--- config.mk ---
export PLATFORM = sky130hd
export DESIGN_NAME = sram_arb_2p
export DESIGN_NICKNAME = d
export VERILOG_FILES = /design/src/rtl/sram_arb_pkg.sv /design/src/rtl/rr_arb2.sv /design/src/rtl/sram_arb_2p.sv
export SDC_FILE = /design/constraint.sdc
export NUM_CORES = 1
export LEC_CHECK = 0
export ABC_AREA = 1
export CAP_MARGIN = 20
export CORE_MARGIN = 10
export CORE_UTILIZATION = 34
export DETAILED_ROUTE_END_ITERATION = 10
export PLACE_DENSITY = 0.82
export SLEW_MARGIN = 0
export SYNTH_ARGS = -nofsm -noshare
export SYNTH_HDL_FRONTEND = slang
export SYNTH_HIERARCHICAL = 1
export SYNTH_SLANG_ARGS = --single-unit
--- constraint.sdc ---
create_clock -name CLK -period 3.45 [get_ports CLK]
set_clock_uncertainty 0.05 [all_clocks]
set_input_delay 1.035 -clock CLK [delete_from_list [all_inputs] [get_ports CLK]]
set_output_delay 1.035 -clock CLK [all_outputs]
set_load 0.03 [all_outputs]
--- src/rtl/sram_arb_pkg.sv ---
// ---------------------------------------------------------------------------
// sram_arb_pkg
//   Shared constants and types for the two-port SRAM arbiter.
//   DATA_W : SRAM word width
//   ADDR_W : SRAM word address width
//   DEPTH  : number of words zero-filled after reset
//   state_t: arbiter FSM state (zero-fill sweep, then normal service)
// ---------------------------------------------------------------------------
package sram_arb_pkg;

    localparam int DATA_W = 64;
    localparam int ADDR_W = 4;
    localparam int DEPTH  = 16;

    typedef enum logic {
        ST_INIT = 1'b0,
        ST_RUN  = 1'b1
    } state_t;

endpackage

--- src/rtl/rr_arb2.sv ---
// ---------------------------------------------------------------------------
// rr_arb2
//   Two-way round-robin grant, purely combinational.
//   valid[1:0] : request lines
//   prio       : round-robin pointer, the requester that wins a tie
//                (the one that was not granted last)
//   grant[1:0] : one-hot grant, all zero when nothing is requesting
// ---------------------------------------------------------------------------
module rr_arb2 (
    input  logic [1:0] valid,
    input  logic       prio,
    output logic [1:0] grant
);

    always_comb begin
        if (valid == 2'b11) begin
            grant = prio ? 2'b10 : 2'b01;
        end else begin
            // Zero or one requester: pass the request straight through.
            grant = valid;
        end
    end

endmodule

--- src/rtl/sram_arb_2p.sv ---
// ---------------------------------------------------------------------------
// sram_arb_2p
//   Shares one single-port synchronous SRAM between two requesters.
//   After reset the whole array is swept with zeros (INIT), then requests are
//   served round-robin, at most one per cycle (RUN).
//
//   CLK, RESET_N          : clock (rising edge), async active-low reset
//   reqN_valid/wen/addr/wdata : request from requester N (wen 1=read, 0=write)
//   reqN_ready            : request N accepted on this edge when valid&ready
//   rvalid0/rvalid1       : one-cycle read response strobe per requester
//   rdata                 : shared read data, holds between responses
//   sram_CEN/WEN/A/D      : SRAM command (CEN active-low, WEN 1=read)
//   sram_Q                : SRAM read data, valid the cycle after a read edge
//   init_done             : zero-fill complete, sticky until reset
// ---------------------------------------------------------------------------
module sram_arb_2p
    import sram_arb_pkg::*;
#(
    parameter int DATA_W = sram_arb_pkg::DATA_W,
    parameter int ADDR_W = sram_arb_pkg::ADDR_W,
    parameter int DEPTH  = sram_arb_pkg::DEPTH
) (
    input  logic              CLK,
    input  logic              RESET_N,

    input  logic              req0_valid,
    input  logic              req0_wen,
    input  logic [ADDR_W-1:0] req0_addr,
    input  logic [DATA_W-1:0] req0_wdata,
    output logic              req0_ready,

    input  logic              req1_valid,
    input  logic              req1_wen,
    input  logic [ADDR_W-1:0] req1_addr,
    input  logic [DATA_W-1:0] req1_wdata,
    output logic              req1_ready,

    output logic              rvalid0,
    output logic              rvalid1,
    output logic [DATA_W-1:0] rdata,

    output logic              sram_CEN,
    output logic              sram_WEN,
    output logic [ADDR_W-1:0] sram_A,
    output logic [DATA_W-1:0] sram_D,
    input  logic [DATA_W-1:0] sram_Q,

    output logic              init_done
);

    localparam logic [ADDR_W-1:0] LAST_ADDR = ADDR_W'(DEPTH - 1);

    state_t            state_q, state_d;
    logic [ADDR_W-1:0] cnt_q, cnt_d;
    logic              ptr_q;        // requester favoured on a tie
    logic [1:0]        rd_pend_q;    // read accepted last edge, per requester
    logic [1:0]        grant;

    // Requests are only visible to the arbiter once the sweep has finished.
    rr_arb2 u_arb (
        .valid ({req1_valid, req0_valid} & {2{state_q == ST_RUN}}),
        .prio  (ptr_q),
        .grant (grant)
    );

    assign req0_ready = grant[0];
    assign req1_ready = grant[1];

    // NOTE: every signal driven here gets a default first, so no path through
    // the case statement can leave one unassigned and infer a latch.
    always_comb begin
        state_d  = state_q;
        cnt_d    = cnt_q;
        sram_CEN = 1'b1;
        sram_WEN = 1'b1;
        sram_A   = '0;
        sram_D   = '0;

        unique case (state_q)
            ST_INIT: begin
                // The SRAM must stay idle while reset is held, even though the
                // state register already reads INIT.
                sram_CEN = ~RESET_N;
                sram_WEN = 1'b0;
                sram_A   = cnt_q;
                cnt_d    = cnt_q + 1'b1;
                if (cnt_q == LAST_ADDR) begin
                    state_d = ST_RUN;
                end
            end
            ST_RUN: begin
                if (|grant) begin
                    sram_CEN = 1'b0;
                    sram_WEN = grant[1] ? req1_wen   : req0_wen;
                    sram_A   = grant[1] ? req1_addr  : req0_addr;
                    sram_D   = grant[1] ? req1_wdata : req0_wdata;
                end
            end
            default: begin
                state_d = ST_INIT;
            end
        endcase
    end

    // NOTE: state is updated with non-blocking assignments so every flop
    // samples the pre-edge values, independent of statement order.
    always_ff @(posedge CLK or negedge RESET_N) begin
        if (!RESET_N) begin
            state_q   <= ST_INIT;
            cnt_q     <= '0;
            ptr_q     <= 1'b0;
            rd_pend_q <= 2'b00;
            rvalid0   <= 1'b0;
            rvalid1   <= 1'b0;
            rdata     <= '0;
            init_done <= 1'b0;
        end else begin
            state_q <= state_d;
            cnt_q   <= cnt_d;

            if (state_d == ST_RUN) begin
                init_done <= 1'b1;
            end

            // After serving requester 0 the tie goes to requester 1, and
            // vice versa; no handshake leaves the pointer alone.
            if (|grant) begin
                ptr_q <= grant[0];
            end

            // Read pipeline: SRAM samples the address on the accept edge,
            // sram_Q is captured on the edge after that.
            rd_pend_q <= grant & {req1_wen, req0_wen};
            rvalid0   <= rd_pend_q[0];
            rvalid1   <= rd_pend_q[1];
            if (|rd_pend_q) begin
                rdata <= sram_Q;
            end
        end
    end

endmodule
Word level (Yosys, flattened, before mapping)
Index checks and enable logic that the tools add are counted.
- bits of input ports: 206
- output and inout bits: 139
- register bits after elaboration: 75
- mux-type cells: 15
- add/sub/neg operators: 1
- reductions and logical operators: 2
- eq/ne operators: 2
- bitwise gates (word level): 4
- operator list (kind ; number):
    $mux W64 ; 3
    $mux W4 ; 2
    $pmux W4 S2 ; 1
    $mux W1 ; 5
    $add A4 B1 Y4 const B ; 1
    $and A2 B2 Y2 ; 2
    $eq A4 B4 Y1 const B ; 1
    $mux W2 ; 2
    $pmux W1 S2 ; 2
    $reduce_or A2 Y1 ; 2
    $eq A2 B2 Y1 const B ; 1
    $not A1 Y1 ; 2

Longest topological paths before layout
Gate-level depths: netlist of run 1.
- word-level depth: 6
- gate-level depth with buffers: 13

Hierarchy
Netlist of run 1, hierarchy kept.
- modules (own cells, without submodules) (module ; area an instance (sq um) ; seq. area each (sq um) ; instances ; cells an instance):
    sram_arb_2p ; 4420.5 ; 1876.8 ; 1 ; 689
    rr_arb2 ; 21.3 ; 0.0 ; 1 ; 5

Worst setup path after synthesis of run 1
No wires, ideal clock.
- path type: input port to output port
- start: in req0_valid
- end: out sram_A[2]
- path buffers: 1
- setup slack: -247 ps
- data arrival time: 2612 ps
- stages on the path: 9
- cell sequence: nand2_1 -> inv_1 -> inv_1 -> a21oi_1 -> nor2_4 -> nor2_8 -> buf_6 -> nand2_1 -> o21ai_0
- longest elaborated chain between the ends: 6
- elaborated cells on any way between the ends: 7
- ends and longest elaborated chain (element ; line ; RTL):
    from (decl) ; sram_arb_2p.sv:26 ; input logic req0_valid,
    $and A2 B2 Y2 * ; sram_arb_2p.sv:61 ; .valid ({req1_valid, req0_valid} & {2{state_q == ST_RUN}}),
    $eq A2 B2 Y1 ; rr_arb2.sv:16 ; if (valid == 2'b11) begin
    $mux W2 * ; rr_arb2.sv:16 ;
    via req0_ready ; sram_arb_2p.sv:30 ; output logic req0_ready,
    $reduce_or A2 Y1 * ; sram_arb_2p.sv:92 ; if (|grant) begin
    $mux W4 * ; sram_arb_2p.sv:92 ;
    $pmux W4 S2 * ; sram_arb_2p.sv:79 ; unique case (state_q)
    to (decl) ; sram_arb_2p.sv:44 ; output logic [ADDR_W-1:0] sram_A,
Mark *: on every way through the listed nets, which the timed path passes. The rest lies on a longest branch.

Final worst setup path of run 1
- start: in req0_valid
- end: out sram_D[8]
- longest elaborated chain between the ends: 6
- elaborated cells on any way between the ends: 7
- ends and longest elaborated chain (element ; line ; RTL):
    $and A2 B2 Y2 * ; sram_arb_2p.sv:61 ;
    $eq A2 B2 Y1 ; rr_arb2.sv:16 ;
    $mux W2 * ; rr_arb2.sv:16 ;
    $mux W64 or $reduce_or A2 Y1 (tied branches) ; sram_arb_2p.sv:96, sram_arb_2p.sv:92 ;
    $mux W64 * ; sram_arb_2p.sv:92 ;
    $mux W64 * ; sram_arb_2p.sv:79 ;
    to (decl) ; sram_arb_2p.sv:45 ; output logic [DATA_W-1:0] sram_D,
Every way passes the cells marked *; elsewhere a longest branch is shown, timed or not.

==> results.txt, run 1 <==
Root Driver -> clkbuf_16
FMAX -> 284 MHz
Sum Neg Setup Slack -> -500 ps
final antenna-violating net count -> 0
final wirelength -> 22800 um
CTS tree -> done
uppermost layer routed -> met4
PwrDens -> 457 mW/mm2
# clock sinks -> 75
placed cells -> 1182
Die X-Extent -> 134 um
Setup WS pre-CTS -> -341 ps
core area -> 0.0127 mm2
Synth Area in XOR/XNOR -> 0.394%
routability cong. -> 0.911
Metal-1 WL -> 8070 um
most frequent cells in the layout -> nand2_1, clkdlybuf4s50_1, dfrtp_1, o21ai_0, buf_6
Area after DPL -> 0.00809 mm2
Final nets -> 1257
Critical Path AT -> 2430 ps
Setup Viol. Count Final -> 29
Non-Filler Instances -> 1228
Total Routing Usage GR -> 23.3%
Worst-path clk slew -> 50 ps
initial antenna violation count -> 1
GRT Residual Overflow -> 0
RSZ-0062 raised after global routing -> true
ys flop type -> dfrtp_1
Hold Fails Final Rpt -> 0
share of the yosys chip area belonging to registers -> 42.3%
vias in the first global route -> 5712
Final Slew Violations -> 0
Via density -> 4.65
worst skew pair latency -> 330 ps
TritonCTS buffer count -> 9
num rows -> 41
post-route cell area -> 0.00934 mm2
Synth Area in Simple Gates -> 37.4%
die height -> 134 um
Relative slew margins -> 38.0%
initial DRC count -> 335
Post-synth EDFFs -> 0
CP Class -> in -> out
crit path capture type -> output port
first-pass GRT wire length -> 32600 um
Post-Syn Area -> 0.00444 mm2
Hold WS -> 425 ps
DRC Markers -> 0
die area -> 0.0180 mm2
Initial Util -> 34.9%
YS warnings -> 6
largest family of logic cells by synthesized area -> simple AND/OR/NAND/NOR gates
First-pass DRT Iterations -> 6
largest net degree at the start of global routing -> 76
minimum clock period -> 3520 ps
met3 routed WL -> 2410 um
adder-cell share of the synthesized area -> 0.282%
post-synthesis net count -> 901
Syn-to-layout area delta -> 110%
proportion of synthesized area in mux cells -> 0%
measured slew at the worst slew-check pin -> 930 ps
#FFs+latches synth -> 75
Port Buf Inserts -> 344
I/O Pins -> 345
total power -> 4.27 mW
max cap viols -> 0
CTS H-tree lvls -> 3
Synth cell types -> 21
period utilisation layout -> 102%
dpl hpwl -> 16600 um
Compound-Gate Fraction of Synth Area -> 8.17%
Final Util -> 73.4%
failing checks -> setup timing
cells after synthesis -> 694
Clock Tree Buf Depth -> 2
Leak -> 4.92 nW
Post-Syn Area per Cell -> 6.40 um2
CP Launch Type -> input port
maximum vdd ir drop -> 0.242 mV
most common cell after layout, fill and taps aside -> nand2_1
DR WL/cell -> 18.6 um
layout cells sized above 1 -> 20.5%
CP required -> 2360 ps
status -> complete, but fails checks
routed via count -> 5714
HP Class -> reg -> reg
WL met2 -> 11500 um
Post-synth ARST share -> 100%
setup ws final -> -69.2 ps
CP max FO -> 7
cell families after synthesis:
family | Yosys count
AO/OA/AOI/OAI | 72
buffers and inverters | 119
flip-flops | 75
adder cells (fa/ha/maj) | 1
AND/OR/NAND/NOR | 425
XOR/XNOR | 2
Yosys cell counts (2+ instances only):
cell	instances	share of area (%)
nand2_1	404	34
dfrtp_1	75	42
o21ai_0	66	7.4
inv_1	64	5.4
buf_2	21	2.4
clkbuf_1	15	1.3
inv_2	11	0.93
nand2_2	10	1.4
a21oi_1	5	0.56
buf_4	4	0.68
nand3_1	4	0.45
buf_6	3	0.76
nor2_1	3	0.25
nor2_4	2	0.51
metal layers:
layer  track usage, %  vias to the layer above
met5                0                        -
met4             10.3                        0
met3             9.00                       39
met2             41.4                      279
met1             23.7                     2615
li1                 -                     2781
flip-flops by register name, summed over array words and instances, names as in the netlist:
register   count
cnt_q          4
rvalid1        1
state_q        1
ptr_q          1
rd_pend_q      2
rvalid0        1
init_done      1
rdata         64
timing repair:
item                       4_1_cts  5_1_grt
pin swaps                        6        3
setup buffers                   13        0
resized for setup               80       62
setup endpoints to repair       71       70
hold buffers                     0        0
gates cloned                     8        8
final timing paths:
check	start	endpoint	slack [ps]	cells past startpoint
max	req0_valid	sram_D[8]	-70	15
min	rdata[27]$_DFFE_PN0P_	rdata[27]$_DFFE_PN0P_	430	2
max reg2reg	state_q$_DFF_PN0_	ptr_q$_DFFE_PN0P_	1650	9
min reg2reg	rdata[27]$_DFFE_PN0P_	rdata[27]$_DFFE_PN0P_	430	2
max in group asynchronous	RESET_N	rd_pend_q[1]$_DFF_PN0_	1780	2
min in group asynchronous	RESET_N	rdata[46]$_DFFE_PN0P_	910	2
power by group:
| part | switching (mW) | leakage (nW) | internal [mW] |
|---|---|---|---|
| clock network | 0.366 | 0.158 | 0.675 |
| registers | 0.0806 | 0.918 | 1.03 |
| logic | 1.13 | 3.84 | 0.983 |
worst max-delay path, stage by stage:
cell and delay, ps:
buf_6 70, nand2_2 40, inv_2 90, inv_2 50, nand2_2 70, nand2_4 70
nor2_4 160, nor2_8 60, buf_6 120, buf_12 110, buf_12 120, buf_16 140
nand2_1 80, inv_1 70, buf_6 140
final cells by class:
type	instances	area, um2
repair inverters	1	8.76
well taps	172	215
multi-input cells	500	2220
repair buffers	387	4380
inverters	76	303
clock inverters	5	83.8
fillers	969	3380
diodes	1	2.50
flip-flops and latches	75	1880
clock buffers	11	253
(Power assumes the default switching activity.)
==> run 2: changes to the inputs <==
ABC_CLOCK_PERIOD_IN_PS = 3450   (was unset)
==> results of run 2 <==
The final DEF is identical to that of run 1; final timing and power are the same.
